## config.mk

```make
export PLATFORM = sky130hd
export DESIGN_NAME = axi_burst_mover
export DESIGN_NICKNAME = d
export VERILOG_FILES = /design/src/rtl/axi_burst_mover.sv
export SDC_FILE = /design/constraint.sdc
export NUM_CORES = 1
export LEC_CHECK = 0
export CAP_MARGIN = 20
export CORE_MARGIN = 3
export CORE_UTILIZATION = 25
export CTS_BUF_LIST = sky130_fd_sc_hd__clkbuf_4 sky130_fd_sc_hd__clkbuf_8
export DETAILED_ROUTE_END_ITERATION = 16
export GPL_TIMING_DRIVEN = 0
export SYNTH_ARGS = -nofsm -noshare
export SYNTH_HDL_FRONTEND = slang
export SYNTH_SLANG_ARGS = --single-unit
export TNS_END_PERCENT = 30
```

## constraint.sdc

```tcl
create_clock -name clk -period 6.8 [get_ports clk]
set_input_delay 1.36 -clock clk [delete_from_list [all_inputs] [get_ports clk]]
set_output_delay 1.36 -clock clk [all_outputs]
set_load 0.03 [all_outputs]
```

## src/rtl/axi_burst_mover.sv

```systemverilog
// axi_burst_mover: moves 1..DEPTH consecutive words between DRAM and a local
// word buffer over single-beat AXI-style channels. After a successful transfer,
// it replays the buffer as a byte stream, word 0 first and MSB byte first.
// Handshake rule on every channel: a transfer happens on a rising clk edge where
// VALID and READY are both 1. This block holds its VALID and payload stable
// until that edge and drops VALID in the following cycle.
module axi_burst_mover #(
  parameter int DATA_W  = 64,
  parameter int ADDR_W  = 14,
  parameter int DEPTH   = 8,
  parameter int TIMEOUT = 1023
) (
  input  logic                     clk,
  input  logic                     rst_n,
  input  logic                     in_valid,
  input  logic                     direction,
  input  logic [ADDR_W-1:0]        addr_dram,
  input  logic [$clog2(DEPTH)-1:0] len,
  input  logic                     wd_valid,
  input  logic [DATA_W-1:0]        wd_data,
  output logic                     wd_ready,
  output logic                     AR_VALID,
  output logic [31:0]              AR_ADDR,
  input  logic                     AR_READY,
  input  logic                     R_VALID,
  input  logic [DATA_W-1:0]        R_DATA,
  input  logic [1:0]               R_RESP,
  output logic                     R_READY,
  output logic                     AW_VALID,
  output logic [31:0]              AW_ADDR,
  input  logic                     AW_READY,
  output logic                     W_VALID,
  output logic [DATA_W-1:0]        W_DATA,
  input  logic                     W_READY,
  input  logic                     B_VALID,
  input  logic [1:0]               B_RESP,
  output logic                     B_READY,
  output logic                     busy,
  output logic                     out_valid,
  output logic [7:0]               out_data,
  output logic                     err_valid,
  output logic [3:0]               dbg_state
);

  localparam int LW    = $clog2(DEPTH);
  localparam int BYTES = DATA_W / 8;
  localparam int BW    = (BYTES > 1) ? $clog2(BYTES) : 1;
  localparam int WDW   = $clog2(TIMEOUT + 1);

  localparam logic [3:0] S_IDLE = 4'd0;
  localparam logic [3:0] S_LOAD = 4'd1;
  localparam logic [3:0] S_AR   = 4'd2;
  localparam logic [3:0] S_R    = 4'd3;
  localparam logic [3:0] S_AW   = 4'd4;
  localparam logic [3:0] S_W    = 4'd5;
  localparam logic [3:0] S_B    = 4'd6;
  localparam logic [3:0] S_OUT  = 4'd7;
  localparam logic [3:0] S_ERR  = 4'd8;

  logic [3:0]        state, state_n;
  logic [LW-1:0]     n_m1;       // word count minus one
  logic [LW-1:0]     idx;        // current word index (load index in LOAD)
  logic [ADDR_W-1:0] word_addr;  // DRAM address of word idx, wraps naturally
  logic [WDW-1:0]    wd_cnt;     // cycles spent in the current waiting state
  logic [LW-1:0]     ow, ow_n;   // word index of the byte on out_data
  logic [BW-1:0]     obb, obb_n; // byte index within that word
  logic [DATA_W-1:0] mem [DEPTH];
  logic [DATA_W-1:0] src_word, src_shift;
  logic [7:0]        out_byte;
  logic              waiting, wd_hit, out_last;

  assign AR_ADDR   = 32'(word_addr);
  assign AW_ADDR   = 32'(word_addr);
  assign dbg_state = state;

  assign waiting  = (state == S_AR) || (state == S_R) || (state == S_AW) ||
                    (state == S_W)  || (state == S_B);
  assign wd_hit   = (wd_cnt == WDW'(TIMEOUT - 1));
  assign out_last = (ow == n_m1) && (obb == BW'(BYTES - 1));

  // Next-state logic; a handshake always wins over the watchdog in its cycle.
  always_comb begin
    state_n = state;
    case (state)
      S_IDLE: if (in_valid) state_n = direction ? S_LOAD : S_AR;
      S_LOAD: if (wd_valid && wd_ready && (idx == n_m1)) state_n = S_AW;
      S_AR:   if (AR_READY) state_n = S_R;
              else if (wd_hit) state_n = S_ERR;
      S_R:    if (R_VALID) begin
                if (R_RESP != 2'd0)   state_n = S_ERR;
                else if (idx == n_m1) state_n = S_OUT;
                else                  state_n = S_AR;
              end else if (wd_hit) state_n = S_ERR;
      S_AW:   if (AW_READY) state_n = S_W;
              else if (wd_hit) state_n = S_ERR;
      S_W:    if (W_READY) state_n = S_B;
              else if (wd_hit) state_n = S_ERR;
      S_B:    if (B_VALID) begin
                if (B_RESP != 2'd0)   state_n = S_ERR;
                else if (idx == n_m1) state_n = S_OUT;
                else                  state_n = S_AW;
              end else if (wd_hit) state_n = S_ERR;
      S_OUT:  if (out_last) state_n = S_IDLE;
      S_ERR:  state_n = S_IDLE;
      default: state_n = S_IDLE;
    endcase
  end

  // Select the next stream byte; the final read beat of a one-word read is
  // forwarded because it lands in the buffer on the same edge OUT starts.
  always_comb begin
    ow_n  = '0;
    obb_n = '0;
    if (state == S_OUT) begin
      if (obb == BW'(BYTES - 1)) begin
        ow_n  = ow + 1'b1;
        obb_n = '0;
      end else begin
        ow_n  = ow;
        obb_n = obb + 1'b1;
      end
    end
    src_word  = ((state == S_R) && (idx == '0)) ? R_DATA : mem[ow_n];
    src_shift = src_word >> (8 * (BYTES - 1 - int'(obb_n)));
    out_byte  = src_shift[7:0];
  end

  // State, counters and registered outputs decoded from the next state.
  always_ff @(posedge clk or negedge rst_n) begin
    if (!rst_n) begin
      state     <= S_IDLE;
      n_m1      <= '0;
      idx       <= '0;
      word_addr <= '0;
      wd_cnt    <= '0;
      ow        <= '0;
      obb       <= '0;
      wd_ready  <= 1'b0;
      AR_VALID  <= 1'b0;
      R_READY   <= 1'b0;
      AW_VALID  <= 1'b0;
      W_VALID   <= 1'b0;
      W_DATA    <= '0;
      B_READY   <= 1'b0;
      busy      <= 1'b0;
      out_valid <= 1'b0;
      out_data  <= 8'h00;
      err_valid <= 1'b0;
    end else begin
      state  <= state_n;
      wd_cnt <= (waiting && (state_n == state)) ? wd_cnt + 1'b1 : '0;
      case (state)
        S_IDLE: if (in_valid) begin
                  n_m1      <= len;
                  word_addr <= addr_dram;
                  idx       <= '0;
                end
        S_LOAD: if (wd_valid && wd_ready) idx <= (idx == n_m1) ? '0 : idx + 1'b1;
        S_R:    if (R_VALID && (R_RESP == 2'd0) && (idx != n_m1)) begin
                  idx       <= idx + 1'b1;
                  word_addr <= word_addr + 1'b1;
                end
        S_B:    if (B_VALID && (B_RESP == 2'd0) && (idx != n_m1)) begin
                  idx       <= idx + 1'b1;
                  word_addr <= word_addr + 1'b1;
                end
        default: ;
      endcase
      if ((state == S_AW) && (state_n == S_W)) W_DATA <= mem[idx];
      ow        <= (state_n == S_OUT) ? ow_n  : '0;
      obb       <= (state_n == S_OUT) ? obb_n : '0;
      wd_ready  <= (state_n == S_LOAD);
      AR_VALID  <= (state_n == S_AR);
      R_READY   <= (state_n == S_R);
      AW_VALID  <= (state_n == S_AW);
      W_VALID   <= (state_n == S_W);
      B_READY   <= (state_n == S_B);
      busy      <= (state_n != S_IDLE);
      err_valid <= (state_n == S_ERR);
      out_valid <= (state_n == S_OUT);
      out_data  <= (state_n == S_OUT) ? out_byte : 8'h00;
    end
  end

  // Word buffer: filled from the write-data port in LOAD or from R beats.
  always_ff @(posedge clk) begin
    if ((state == S_LOAD) && wd_valid && wd_ready) mem[idx] <= wd_data;
    if ((state == S_R) && R_VALID)                 mem[idx] <= R_DATA;
  end

endmodule

```

==> results_dict.tcl <==
set metrics [dict create \
    outcome "complete, no violations" \
    post-route-period-util_pct 73.0 \
    cts_root_buf "clkbuf_8" \
    grt_max_degree 82 \
    end_kind "flip-flop" \
    path_class "reg2reg" \
    finalNetCount 2949 \
    maxCapViolations 0 \
    synth-edff-count 512 \
    worst_pin_slew_ns 1.26 \
    synthesis.area_um2 30700 \
    synthToLayoutAreaGrowth_pct 26.3 \
    critPathLaunchType "flip-flop" \
    wl_per_cell_um 28.5 \
    drtIter0Drc 3583 \
    critPathSlowestCell "buf_1" \
    port_buffers 271 \
    required_ns 7.44 \
    crit_path_frequent_cell "buf_2" \
    fill_cells 12023 \
    synthTopCellsByCount "512 x edfxtp_1, 504 x nand2_1, 147 x mux4_2" \
    vdd_drop_max_mv 0.185 \
    gp_congestion 0.979 \
    ys_warn_count 0 \
    avgSynthCellArea_um2 13.3 \
    combPwrFrac_pct 33.1 \
    p_leak_nw 13.8 \
    synth.distinct_cells 97 \
    setup_viol 0 \
    netlist_instances 2316 \
    cts_resized 0 \
    synth_top_area_share_pct 50.0 \
    core_um2 121000 \
    clock_sinks 633 \
    cpLargestDelayFamily "buffers and inverters" \
    drv_slew 0 \
    synth_seq_cells 633 \
    cts_tree "done" \
    die_w_um 357 \
    viasPerCell 5.31 \
    ant_nets 0 \
    dr_wl_met3_mm 17.4 \
    rsz0062_at_grt "no" \
    hold_violations 0 \
    drt_wl_total_mm 128 \
    groute.usage.overall_pct 19.5 \
    num_rows 127 \
    p_clk_share_pct 28.7 \
    fin_crit_ns 4.96 \
    highest_layer "met5" \
    fin_cells 4489 \
    synth_most_common_cell "edfxtp_1" \
    ys_top_cells_by_area "edfxtp_1 50%, mux4_2 11%, dfrtp_1 9.9%, nand2_1 6.2%, mux2i_1 3.5%" \
    dieArea_um2 127000 \
    grt_pass1_vias 22420 \
    whs_ns 0.480 \
    seqPwrFrac_pct 38.2 \
    fin_skew_ns 0.0815 \
    clock_latency_ns 0.79 \
    grt_pass1_wl_mm 174 \
    post_cts.repair.setup_buffers 0 \
    drc_errors 0 \
    setup_tns_ns 0 \
    met2WireLength_mm 53.9 \
    critPathArrivalTime_ns 5.60 \
    cts_max_path_buffers 3 \
    ys_seq_area_share_pct 59.9 \
    die_y_um 357 \
    dp_cells 4281 \
    clk_pin_slew_ns 0.07 \
    first_pass_iters 6 \
    hold_class "reg2reg" \
    antenna_found_initial 6 \
    async_reset_ff_share_pct 19.1 \
    fmax_mhz 202 \
    crit_buf_inv 5 \
    power.density_nw_per_um2 333 \
    intPower_mw 8.35 \
    p_sw_mw 4.55 \
    slew_headroom_pct 13.5 \
    m1WireLength_mm 49.0 \
    grt_overflow 0 \
    synth.largest_area_cell "edfxtp_1" \
    pin_count 308 \
    crit_fanout 10 \
    cts_hold_buf 0 \
    ys.flop_type "edfxtp_1" \
    cts_max_level 3 \
    path_cells "buf_2, clkinv_1, clkbuf_1, buf_1, ha_1, and3b_1, buf_2, nor2_4, o211ai_1, or4_1, o2111ai_1, and4_1" \
    vias 23828 \
    swShare_pct 35.3 \
    worst_path_largest_cell_delay_ns 0.63 \
    numCtsBuffers 106 \
    initial_core_util_pct 25.4 \
    dp_hpwl_mm 92.9 \
    drive_gt1_share_pct 20.4 \
]
[stage by stage]
stage | total power [mW] | setup slack, ns | utilization [%] | area (µm²)
2_1_floorplan | 7.38 | 0.132 | - | 30900
3_3_place_gp | 9.18 | -6.25 | 29.4 | 35600
3_5_place_dp | 9.27 | 1.70 | 30.1 | 36400
4_1_cts | 12.9 | 2.09 | 32.0 | 38700
5_1_grt | 13.4 | 1.92 | 32.1 | 38800
6_report | 12.9 | 1.84 | 32.1 | 38800
[flip-flops by register name, summed over array words and instances (netlist names), 4 cells and up]
signal and cells:
mem 512, word_addr 14, dbg_state 4, out_data 8, wd_cnt 10, W_DATA 64
[tightest hold or removal path: cells and delay by family (launching register included)]
kind / cells / cell delay (ns)
flip-flops: 1 / 0.34
AO/OA/AOI/OAI: 1 / 0.06
AND/OR/NAND/NOR: 1 / 0.05
[kinds of logic after synthesis]
logic type / share of synthesized area, %
simple gates: 10.7
flops: 59.9
compound gates: 9.03
mux: 15.2
buf+inv: 4.11
xor+xnor: 0.656
fa+ha+maj: 0.326
other cells: 0.0122
[per-layer routing]
metal,GRT usage [%],up-vias
met1,25.7,11766
met2,28.2,1873
li1,-,9789
met3,6.40,396
met5,0.0377,-
met4,10.4,4
[power by group through the flow]
stage	clock network [mW]	logic [mW]	registers, mW
after global placement	0	4.15	5.02
after global routing	3.92	4.55	4.97
after detailed placement	0	4.26	5.01
after CTS	3.73	4.27	4.93
after floorplan	0	1.94	5.44
final	3.70	4.27	4.93
[layout by cell type (no fill, tap or decap), types with 69 or more instances in the layout]
cell             instances
clkdlybuf4s50_1        270
clkbuf_8               119
dfrtp_1                121
nand2_1                504
o21ai_0                108
mux2i_1                108
edfxtp_1               512
mux4_2                 147
buf_4                   69
[worst paths after layout]
kind	start	to	slack, ns	cells after the start
max in group asynchronous	rst_n	W_DATA[14]$_DFFE_PN0P_	5.36	2
hold / removal	W_DATA[24]$_DFFE_PN0P_	W_DATA[24]$_DFFE_PN0P_	0.48	2
min in group asynchronous	rst_n	W_DATA[55]$_DFFE_PN0P_	0.51	1
hold reg to reg	W_DATA[24]$_DFFE_PN0P_	W_DATA[24]$_DFFE_PN0P_	0.48	2
setup / recovery	idx[1]$_DFFE_PN0P_	out_data[5]$_DFF_PN0_	1.84	12
setup reg to reg	idx[1]$_DFFE_PN0P_	out_data[5]$_DFF_PN0_	1.84	12
[area by class of cell]
cell class,instances,area [µm²],area share (%)
multi-input cells,1489,11200,29.0
inverters,17,63.8,0.164
diodes,3,7.51,0.0193
repair buffers,323,3550,9.15
plain buffers,212,1200,3.10
flip-flops and latches,633,18400,47.4
well taps,1612,2020,5.20
clock inverters,32,318,0.819
clock buffers,168,2000,5.15
(Power assumes the default switching activity.)
